### src/rtl/update_unpacker.sv
// update_unpacker: splits 512-bit packed update words (8 x 64-bit entries)
// into left-compacted beats of up to four 64-bit lanes. This is the inverse
// of the update-buffer packer.
module update_unpacker #(
  parameter int CNT_W = 32,
  parameter int LANES = 4
) (
  input  logic                  clk,
  input  logic                  rst,
  input  logic                  start,
  input  logic [CNT_W-1:0]      update_entry_count,
  input  logic [511:0]          word_in,
  input  logic                  word_in_valid,
  output logic                  word_in_ready,
  output logic [64*LANES-1:0]   entry_out,
  output logic [LANES-1:0]      entry_out_valid,
  input  logic                  entry_out_ready,
  output logic                  last_out,
  output logic                  done,
  output logic [CNT_W-1:0]      consumed_count
);

  typedef enum logic [1:0] {IDLE, RUN, FIN} state_t;

  state_t              state, next_state;
  logic [CNT_W-1:0]    unfetched;     // entries not yet covered by an accepted word
  logic [CNT_W-1:0]    unstaged;      // entries not yet loaded into the output register
  logic [511:0]        word_buf;
  logic                buf_full;
  logic                half;          // which 256-bit half of word_buf is staged next
  logic                out_fire;
  logic                out_load;
  logic                word_accept;
  logic [2:0]          n_lanes;
  logic [LANES-1:0]    load_mask;
  logic [64*LANES-1:0] load_entries;
  logic [64*LANES-1:0] half_data;

  // Handshake and buffer-advance decisions for the current cycle.
  always_comb begin
    out_fire      = (entry_out_valid != '0) && entry_out_ready;
    out_load      = (state == RUN) && buf_full && ((entry_out_valid == '0) || out_fire);
    // The second half leaving the buffer frees it in the same cycle, so a new
    // word can be taken without a bubble.
    word_in_ready = (state == RUN) && (unfetched != '0) && (!buf_full || (half && out_load));
    word_accept   = word_in_valid && word_in_ready;
  end

  // Build the next beat from the current buffer half; lanes past the count are zeroed.
  always_comb begin
    // NOTE: every always_comb output gets a default first so no path can leave it unassigned and infer a latch.
    load_entries = '0;
    load_mask    = '0;
    n_lanes      = (unstaged >= CNT_W'(LANES)) ? 3'(LANES) : unstaged[2:0];
    half_data    = half ? word_buf[511:256] : word_buf[255:0];
    for (int k = 0; k < LANES; k++) begin
      if (k < int'(n_lanes)) begin
        load_mask[LANES-1-k]  = 1'b1;
        load_entries[64*k +: 64] = half_data[64*k +: 64];
      end
    end
  end

  // Next-state logic for the pass controller.
  always_comb begin
    next_state = state;
    case (state)
      IDLE: if (start) next_state = (update_entry_count == '0) ? FIN : RUN;
      RUN:  if (out_fire && last_out) next_state = FIN;
      FIN:  next_state = IDLE;
      default: next_state = IDLE;
    endcase
  end

  // State register.
  always_ff @(posedge clk or posedge rst) begin
    // NOTE: sequential state uses non-blocking assignments so every register samples pre-edge values.
    if (rst) state <= IDLE;
    else     state <= next_state;
  end

  // Pass counters, word buffer, output register and completion flag.
  always_ff @(posedge clk or posedge rst) begin
    if (rst) begin
      unfetched       <= '0;
      unstaged        <= '0;
      // NOTE: the buffer payload is not reset; buf_full alone decides whether it holds data.
      buf_full        <= 1'b0;
      half            <= 1'b0;
      entry_out       <= '0;
      entry_out_valid <= '0;
      last_out        <= 1'b0;
      done            <= 1'b0;
      consumed_count  <= '0;
    end else begin
      if (state == IDLE && start) begin
        unfetched      <= update_entry_count;
        unstaged       <= update_entry_count;
        consumed_count <= '0;
        done           <= 1'b0;
      end
      if (state != FIN && next_state == FIN) done <= 1'b1;

      if (out_fire) consumed_count <= consumed_count + CNT_W'($countones(entry_out_valid));

      if (word_accept) begin
        word_buf  <= word_in;
        buf_full  <= 1'b1;
        half      <= 1'b0;
        unfetched <= (unfetched >= CNT_W'(8)) ? unfetched - CNT_W'(8) : '0;
      end else if (out_load) begin
        if (!half && unstaged > CNT_W'(LANES)) half <= 1'b1;
        else                                   buf_full <= 1'b0;
      end

      if (out_load) begin
        entry_out       <= load_entries;
        entry_out_valid <= load_mask;
        last_out        <= (unstaged <= CNT_W'(LANES));
        unstaged        <= unstaged - CNT_W'(n_lanes);
      end else if (out_fire) begin
        entry_out       <= '0;
        entry_out_valid <= '0;
        last_out        <= 1'b0;
      end
    end
  end

endmodule

### config.mk
export PLATFORM = sky130hd
export DESIGN_NAME = update_unpacker
export DESIGN_NICKNAME = d
export VERILOG_FILES = /design/src/rtl/update_unpacker.sv
export SDC_FILE = /design/constraint.sdc
export NUM_CORES = 1
export LEC_CHECK = 0
export ABC_CLOCK_PERIOD_IN_PS = 45500
export CAP_MARGIN = 20
export CORE_AREA = 2 2 333 335
export CTS_CLUSTER_SIZE = 16
export DETAILED_ROUTE_END_ITERATION = 6
export DIE_AREA = 0 0 335 337
export HOLD_SLACK_MARGIN = 0.02
export PLACE_DENSITY_LB_ADDON = 0.1
export SLEW_MARGIN = 25
export SYNTH_ARGS = -nofsm -noshare
export SYNTH_HDL_FRONTEND = slang
export SYNTH_SLANG_ARGS = --single-unit
### constraint.sdc
create_clock -name clk -period 45.5 [get_ports clk]
set_input_delay 11.375 -clock clk [delete_from_list [all_inputs] [get_ports clk]]
set_output_delay 11.375 -clock clk [all_outputs]
set_load 0.01 [all_outputs]
* After elaboration in Yosys (flattened, before gate mapping)
Index checks and enable logic that the tools add are counted.
** Operators by class
- Add/sub/neg operators :: 6
- Order comparisons :: 8
- Eq/ne operators :: 4
- Multiplexer cells :: 34
- Bitwise logic cells :: 1
- Reductions and logical operators :: 30
** Operator list (number)
- 256-bit 2-to-1 mux :: 3
- 64-bit 2-to-1 mux :: 4
- 32-bit 2-to-1 mux :: 6
- 32-bit by 3-bit adder with 32-bit output :: 1
- 32-bit by 3-bit greater-or-equal comparator with 1-bit output (second input constant) :: 1
- 32-bit by 4-bit greater-or-equal comparator with 1-bit output (second input constant) :: 1
- 32-bit by 3-bit greater-than comparator with 1-bit output (second input constant) :: 1
- 32-bit by 3-bit <= comparator with 1-bit output (second input constant) :: 1
- 32-bit zero test :: 1
- 32-bit nonzero test :: 1
- 32-bit by 3-bit subtractor with 32-bit output :: 1
- 32-bit by 4-bit subtractor with 32-bit output (second input constant) :: 1
- 1-bit 2-to-1 mux :: 14
- 2-bit nonzero test :: 7
- 1-bit logical AND :: 11
- 4-bit 2-to-1 mux :: 2
- 1-bit by 3-bit less-than comparator with 1-bit output (first input constant) :: 2
- 2-bit by 3-bit less-than comparator with 1-bit output (first input constant) :: 2
- 2-bit 2-to-1 mux :: 3
- 2-bit AND reduction :: 3
- 1-bit by 1-bit adder with 2-bit output :: 2
- 4-bit zero test :: 1
- 2-bit != test (second input constant) :: 2
- 2-bit case mux with 2 select lines :: 1
- 9 further kinds :: 11
** Word-level totals
- Register bits after elaboration :: 874
- Input port bits :: 549
- Word-level logic and storage cells :: 94

* Logic depth before layout (Yosys ltp)
Gate-level depths: netlist of the first run.
- Word-level depth :: 10
- Mapped depth :: 12

* Worst setup path before layout of the first run
Ideal clock, no wire load.
- Kind :: input to register
- Start :: input port entry_out_ready
- End :: register word_buf[0] (enable)
- Data arrival time :: 33.089 ns
- Slack :: 11.010 ns
- Stages on the path :: 4
- Buffers on the path :: 0
- Cells stage by stage :: a21bo_2 > o211a_1 > o31ai_2 > nor2_1
** On the way
- Cells in the longest elaborated chain, start to end :: 8
** Ends and longest elaborated chain
- start: declaration :: line 17 : input logic entry_out_ready,
- 1-bit logical AND :: line 41 : out_fire = (entry_out_valid != '0) && entry_out_ready;
- 1-bit logical OR :: line 42 : out_load = (state == RUN) && buf_full && ((entry_out_valid == '0) || out_fire);
- 1-bit logical AND :: line 42
- 1-bit logical AND :: line 45 : word_in_ready = (state == RUN) && (unfetched != '0) && (!buf_full || (half && out_load));
- 1-bit logical OR :: line 45
- 1-bit logical AND :: line 45
- 1-bit logical AND :: line 46 : word_accept = word_in_valid && word_in_ready;
- 2-bit AND reduction (no line)
- end signal: assignment :: line 107 : word_buf <= word_in;
- end: declaration :: line 28 : logic [511:0] word_buf;
Every way passes these cells.
A chain may end at the register's enable or synchronous reset.

* Worst setup path after layout of the first run
- Start :: input port entry_out_ready
- End :: output port word_in_ready
** On the way
- Cells in the longest elaborated chain, start to end :: 6
** Ends and longest elaborated chain
- 1-bit logical AND :: line 41
- 1-bit logical OR :: line 42
- 1-bit logical AND :: line 42
- 1-bit logical AND :: line 45
- 1-bit logical OR :: line 45
- 1-bit logical AND :: line 45
- end: declaration :: line 14 : output logic word_in_ready,
Every way passes these cells.

==> impl_metrics.yaml, run 1 <==
logic_synthesis:
  synth_common_cells: "edfxtp_1 (512), nand2_1 (381), dfrtp_1 (362)"
  syn_nets: 2867
  ys_seq_area_share_pct: 73.6
  synth_top_cell_by_area: "edfxtp_1"
  syn_area_per_cell_um2: 14.4
  synth_compound_area_share_pct: 8.05
  netlist.area_leader.share_pct: 46.3
  syn_area_um2: 33200
  synth_fa_ha_area_share_pct: 0.332
  synthTopCellsByArea: "edfxtp_1 (46%), dfrtp_1 (27%), mux2i_1 (8.1%)"
  ys_warn_count: 0
  synthMuxAreaShare_pct: 8.18
  synth_seq_cells: 874
  yosysMostFrequentCell: "edfxtp_1"
  yosys.area_share.simple_pct: 8.14
  synth-xor-area-share_pct: 0.0528
  synth_edf_count: 512
  synth-main-ff-cell: "edfxtp_1"
  syn_inst: 2311
  async_flop_share_pct: 41.4
  ys_types: 70
  synth_top_family_by_area: "multiplexers"
clocking:
  htreeDepth: 3
  hold_buffers: 0
  clkTransAtPathRegs_ns: 0.06
  clock_latency_ns: 0.67
  cts_setup_buffers: 0
  ctsResizeCount: 0
  cts-root-buf: "clkbuf_16"
  clockBufferDepth: 3
  cts_buffers: 100
  numClockSinks: 874
  cts_tree: "built"
placed_design:
  place_inst: 4499
  gp_congestion: 0.873
  post-place-ws_ns: 21.03
  hpwl_mm: 77.2
  io_buffers: 843
setup_path:
  worst-setup-path-type: "primary input to primary output"
  r2r_cells: 8
  crit_buf_inv: 2
  critPathLaunch: "entry_out_ready"
  crit_arrival_ns: 13.11
  cp_top_family: "buffers and inverters"
  reg2reg_to: "word_buf[326]"
  start_kind: "primary input"
  worst_setup_path_end_kind: "primary output"
  cpPeakStageDelay_ns: 0.55
  path_cells: "clkdlybuf4s50_1, a21bo_2, or2_2, o211a_1, clkdlybuf4s50_1"
  rr_startpoint: "half"
  cp_num_cells: 5
  cp_slowest_cell: "clkdlybuf4s50_1"
  r2r_setup_slack_ns: 39.46
  endpoint: "word_in_ready"
  cp_max_fo: 7
  crit_top_cell: "clkdlybuf4s50_1"
  cp_data_required_time_ns: 34.12
detailed_routing:
  wire_per_inst_um: 23.3
  ant_nets: 0
  first_iter_violations: 1311
  wl_mm: 110
  via_count: 22300
  route.detailed.drc: 0
  avgViaCountPerCell: 4.73
  firstDrtPassIters: 5
sta:
  setup_ws_ns: 21.01
  fin_setup_tns_ns: 0
  timing.final.max_slew_violations: 0
  period_minus_slack_ns: 24.49
  fin_crit_sh_pct: 53.8
  fmax_ghz: 0.0408
  rsz0062_at_grt: "false"
  setup_viol: 0
  holdWs_ns: 0.472
  worst_pin_slew_ns: 1.07
  slew_headroom_pct: 28.9
  skew_ns: 0.0279
  hold_viol: 0
floorplanning:
  start_util_pct: 30.3
  die_area_um2: 113000
  core-area_um2: 110000
  die_x_um: 335
  fp.dieH_um: 337
  boundaryPins: 844
  row_count: 122
grt:
  antenna_found_initial: 35
  grt_max_degree: 174
  grt_pass1_vias: 23500
  groute.usage.overall_pct: 19.0
  grt_pass1_wl_mm: 158
  gr-total-overflow: 0
cells_and_area:
  final_layout_size_suffix_gt1_share_pct: 7.54
  area_delta_synth_final_pct: 40.7
  final_net_count: 3732
  instances_no_fill: 4709
hold_path:
  hp-class: "flip-flop to flip-flop"
power:
  p_leak_nw: 18.0
  peakVddDrop_mv: 0.0394
  powerDensity_nw_per_um2: 61.8
flow_run:
  cap_violations: 0
run_status:
  status: "finished, final reports clean"
[sequential cells by signal, indices dropped and copies added (netlist names), 2 cells and up]
register,flops
entry_out,256
state,2
consumed_count,32
word_buf,512
unfetched,32
entry_out_valid,4
unstaged,32
[worst min path at each step]
stage | start | depth (start not counted) | endpoint
final | entry_out[58] | 2 | entry_out[58]
after global routing | entry_out[211] | 2 | entry_out[211]
after CTS | entry_out[58] | 2 | entry_out[58]
after detailed placement | entry_out[58] | 2 | entry_out[58]
after global placement | entry_out[201] | 2 | entry_out[201]
after floorplan | state[1] | 1 | state[0]
[kinds of logic after synthesis]
group	Yosys count
AND/OR/NAND/NOR	600
other	1
adder cells (fa/ha/maj)	7
AO/OA/AOI/OAI	432
multiplexers	271
XOR/XNOR	2
flip-flops	874
buffers and inverters	124
[per-stage QoR]
step | power, mW | util [%] | instance area, um2
2_1_floorplan | 1.64 | - | 33200
3_3_place_gp | 2.08 | 39.4 | 43200
3_5_place_dp | 2.10 | 39.4 | 43200
4_1_cts | 2.94 | 42.5 | 46600
5_1_grt | 3.05 | 42.6 | 46700
6_report | 2.89 | 42.6 | 46700
[power by group]
group | switching, mW | internal [mW] | leakage (nW)
logic | 0.479 | 0.416 | 6.94
registers | 0.126 | 1.05 | 9.35
clock network | 0.330 | 0.487 | 1.67
total | 0.936 | 1.95 | 18.0
[cells in the final DEF, fill, tap and decap left out, types with 13 or more instances in the layout]
| cell type | count |
|---|---|
| clkdlybuf4s50_1 | 843 |
| edfxtp_1 | 512 |
| nand2_1 | 380 |
| dfrtp_1 | 361 |
| mux2i_1 | 270 |
| o21ai_0 | 264 |
| clkbuf_16 | 102 |
| nor2_1 | 49 |
| nand3_1 | 45 |
| o211ai_1 | 33 |
| o21ai_2 | 30 |
| nor3_1 | 25 |
| clkbuf_1 | 25 |
| buf_4 | 24 |
| nor4_1 | 22 |
| clkbuf_8 | 21 |
| a21oi_1 | 20 |
| diode_2 | 19 |
| clkinv_2 | 19 |
| o311ai_0 | 18 |
| inv_1 | 15 |
| or3_1 | 13 |
| o21ai_1 | 13 |
[layout make-up]
| class | instances | area [um2] |
|---|---|---|
| fillers | 10100 | 62900 |
| diodes | 19 | 47.5 |
| well taps | 1426 | 1780 |
| clock inverters | 42 | 450 |
| multi-input cells | 1313 | 8270 |
| repair buffers | 871 | 8710 |
| inverters | 16 | 67.6 |
| clock buffers | 148 | 2940 |
| flip-flops and latches | 874 | 24400 |
[metal layers]
| layer | vias up | wire length [um] | part of all wire, % | track usage, % |
|---|---|---|---|---|
| li1 | 10300 | - | - | - |
| met1 | 11000 | 40800 | 37 | 21.3 |
| met3 | 174 | 8020 | 7.3 | 5.92 |
| met2 | 744 | 57600 | 52 | 34.0 |
| met4 | 32 | 3210 | 2.9 | 6.55 |
| met5 | - | 215 | 0.20 | 0 |
[worst register-to-register path: cells and delay by family (launching register included)]
kind	cells	cell delay [ns]
flip-flops	1	0.80
AO/OA/AOI/OAI	2	0.70
buffers and inverters	4	3.35
AND/OR/NAND/NOR	2	0.79
Power figures use the tool's default switching activity.
==> run 2: changes to the inputs <==
Settings changed: ABC_CLOCK_PERIOD_IN_PS 45500 to 24400.
Clock period 45.5 ns to 24.4 ns, I/O delays scaled along.
==> run 2 against run 1 <==
- die area is the same
- worst setup slack worse by 11 ns
- sequential cell count stayed put
- global-route usage fell by 0.14 points
- critical path depth stayed put
- core utilization fell by 0.15 points
- final cell count is essentially flat
- sequential power is 87% higher
==> impl_metrics.yaml, run 2 (synthesized netlist as in run 1, its figures left out) <==
run_status:
  status: "finished, final reports clean"
floorplanning:
  core-area_um2: 110000
  boundaryPins: 844
  start_util_pct: 30.3
  die_x_um: 335
  fp.dieH_um: 337
  die_area_um2: 113000
  row_count: 122
clocking:
  cts_tree: "built"
  clkTransAtPathRegs_ns: 0.05
  htreeDepth: 3
  hold_buffers: 0
  clock_latency_ns: 0.69
  numClockSinks: 874
  clockBufferDepth: 3
  cts-root-buf: "clkbuf_16"
  ctsResizeCount: 0
  cts_setup_buffers: 0
  cts_buffers: 100
cells_and_area:
  largestRegisters: "word_buf: 512 flops, entry_out: 256 flops"
  mostFrequentLayoutCells: "clkdlybuf4s50_1 (843), edfxtp_1 (512), nand2_1 (380), dfrtp_1 (361), mux2i_1 (270)"
  nFillCells: 10100
  largest_register_ffs: 512
  finish.utilization_pct: 42.5
  final_layout_size_suffix_gt1_share_pct: 7.26
  final_common_cell: "clkdlybuf4s50_1"
  final_net_count: 3735
  top_register: "word_buf"
  area_delta_synth_final_pct: 40.2
  finalInstanceArea_um2: 46500
grt:
  antenna_found_initial: 33
  grt_pass1_vias: 23100
  grt_pass1_wl_mm: 156
  groute.usage.overall_pct: 18.8
  gr-total-overflow: 0
  grt_max_degree: 124
setup_path:
  worst-setup-path-type: "primary input to primary output"
  cp_data_required_time_ns: 18.30
  worst_setup_path_end_kind: "primary output"
  start_kind: "primary input"
  crit_arrival_ns: 7.80
  r2r_setup_slack_ns: 19.18
  cp_max_fo: 7
placed_design:
  io_buffers: 843
  gp_congestion: 0.852
  place_area_um2: 43200
  hpwl_mm: 77.3
detailed_routing:
  wire_per_inst_um: 23.2
  route.detailed.drc: 0
  first_iter_violations: 1386
  firstDrtPassIters: 5
  wl_mm: 109
  avgViaCountPerCell: 4.75
  via_count: 22400
  ant_nets: 0
flow_run:
  cap_violations: 0
sta:
  timing.final.max_slew_violations: 0
  holdWs_ns: 0.475
  fin_setup_tns_ns: 0
  fin_crit_sh_pct: 57.0
  skew_ns: 0.0407
  setup_viol: 0
  slew_headroom_pct: 32.0
  hold_viol: 0
  period_minus_slack_ns: 13.90
  rsz0062_at_grt: "false"
  worst_pin_slew_ns: 1.02
  fmax_ghz: 0.0719
power:
  powerDensity_nw_per_um2: 114
  p_leak_nw: 17.9
  peakVddDrop_mv: 0.0618
hold_path:
  hp-class: "flip-flop to flip-flop"
run 2: changes by cell type in the layout (fill, tap and decap cells not counted), sizes merged:
cell	delta
inv	-1
clkinv	+2
bufinv	-4
buf	+3
clkbuf	+2
diode	-1
run 2: routing by layer:
layer | wire length, um | global-route usage, % | vias to the layer above
li1 | - | - | 10300
met1 | 40300 | 21.0 | 11100
met3 | 7900 | 5.64 | 197
met5 | 203 | 0 | -
met4 | 3460 | 6.93 | 32
met2 | 57500 | 33.8 | 743
run 2: layout make-up:
cell class                 instances  area [um2]  area share [%]
antenna                           18        45.0          0.0968
clock buffer                     150        2860            6.15
clock inverter                    39         383           0.823
inverter                          16        67.6           0.145
multi-input combinational       1313        8270            17.8
sequential                       874       24400            52.5
tap                             1426        1780            3.83
timing repair buffer             874        8680            18.7
run 2: worst paths after layout:
kind                                       from            end  cells past startpoint
min in group asynchronous                   rst  unfetched[28]                      2
max in group asynchronous                   rst  entry_out[70]                      5
worst max-delay path            entry_out_ready  word_in_ready                      5
worst min-delay path              entry_out[36]  entry_out[36]                      2
worst min register to register    entry_out[36]  entry_out[36]                      2
worst max register to register             half  word_buf[346]                      7
run 2: where the power goes:
group          internal [mW]  switching (mW)  total [mW]
clock network          0.848           0.624        1.47
logic                  0.775           0.888        1.66
registers               1.95           0.237        2.19
total                   3.58            1.75        5.32
run 2: critical path: stages:
cell and delay, ns:
clkdlybuf4s50_1 0.52, a21bo_2 0.27, or2_2 0.28, o211a_1 0.14
clkdlybuf4s50_1 0.49
run 2: stage by stage:
| stage | total power, mW | cells | worst slack, ns |
|---|---|---|---|
| 2_1_floorplan | 3.02 | 2311 | 3.88 |
| 3_3_place_gp | 3.88 | 4503 | 10.50 |
| 3_5_place_dp | 3.91 | 4503 | 10.49 |
| 4_1_cts | 5.41 | 4692 | 10.49 |
| 5_1_grt | 5.62 | 4709 | 10.41 |
| 6_report | 5.32 | 4710 | 10.50 |
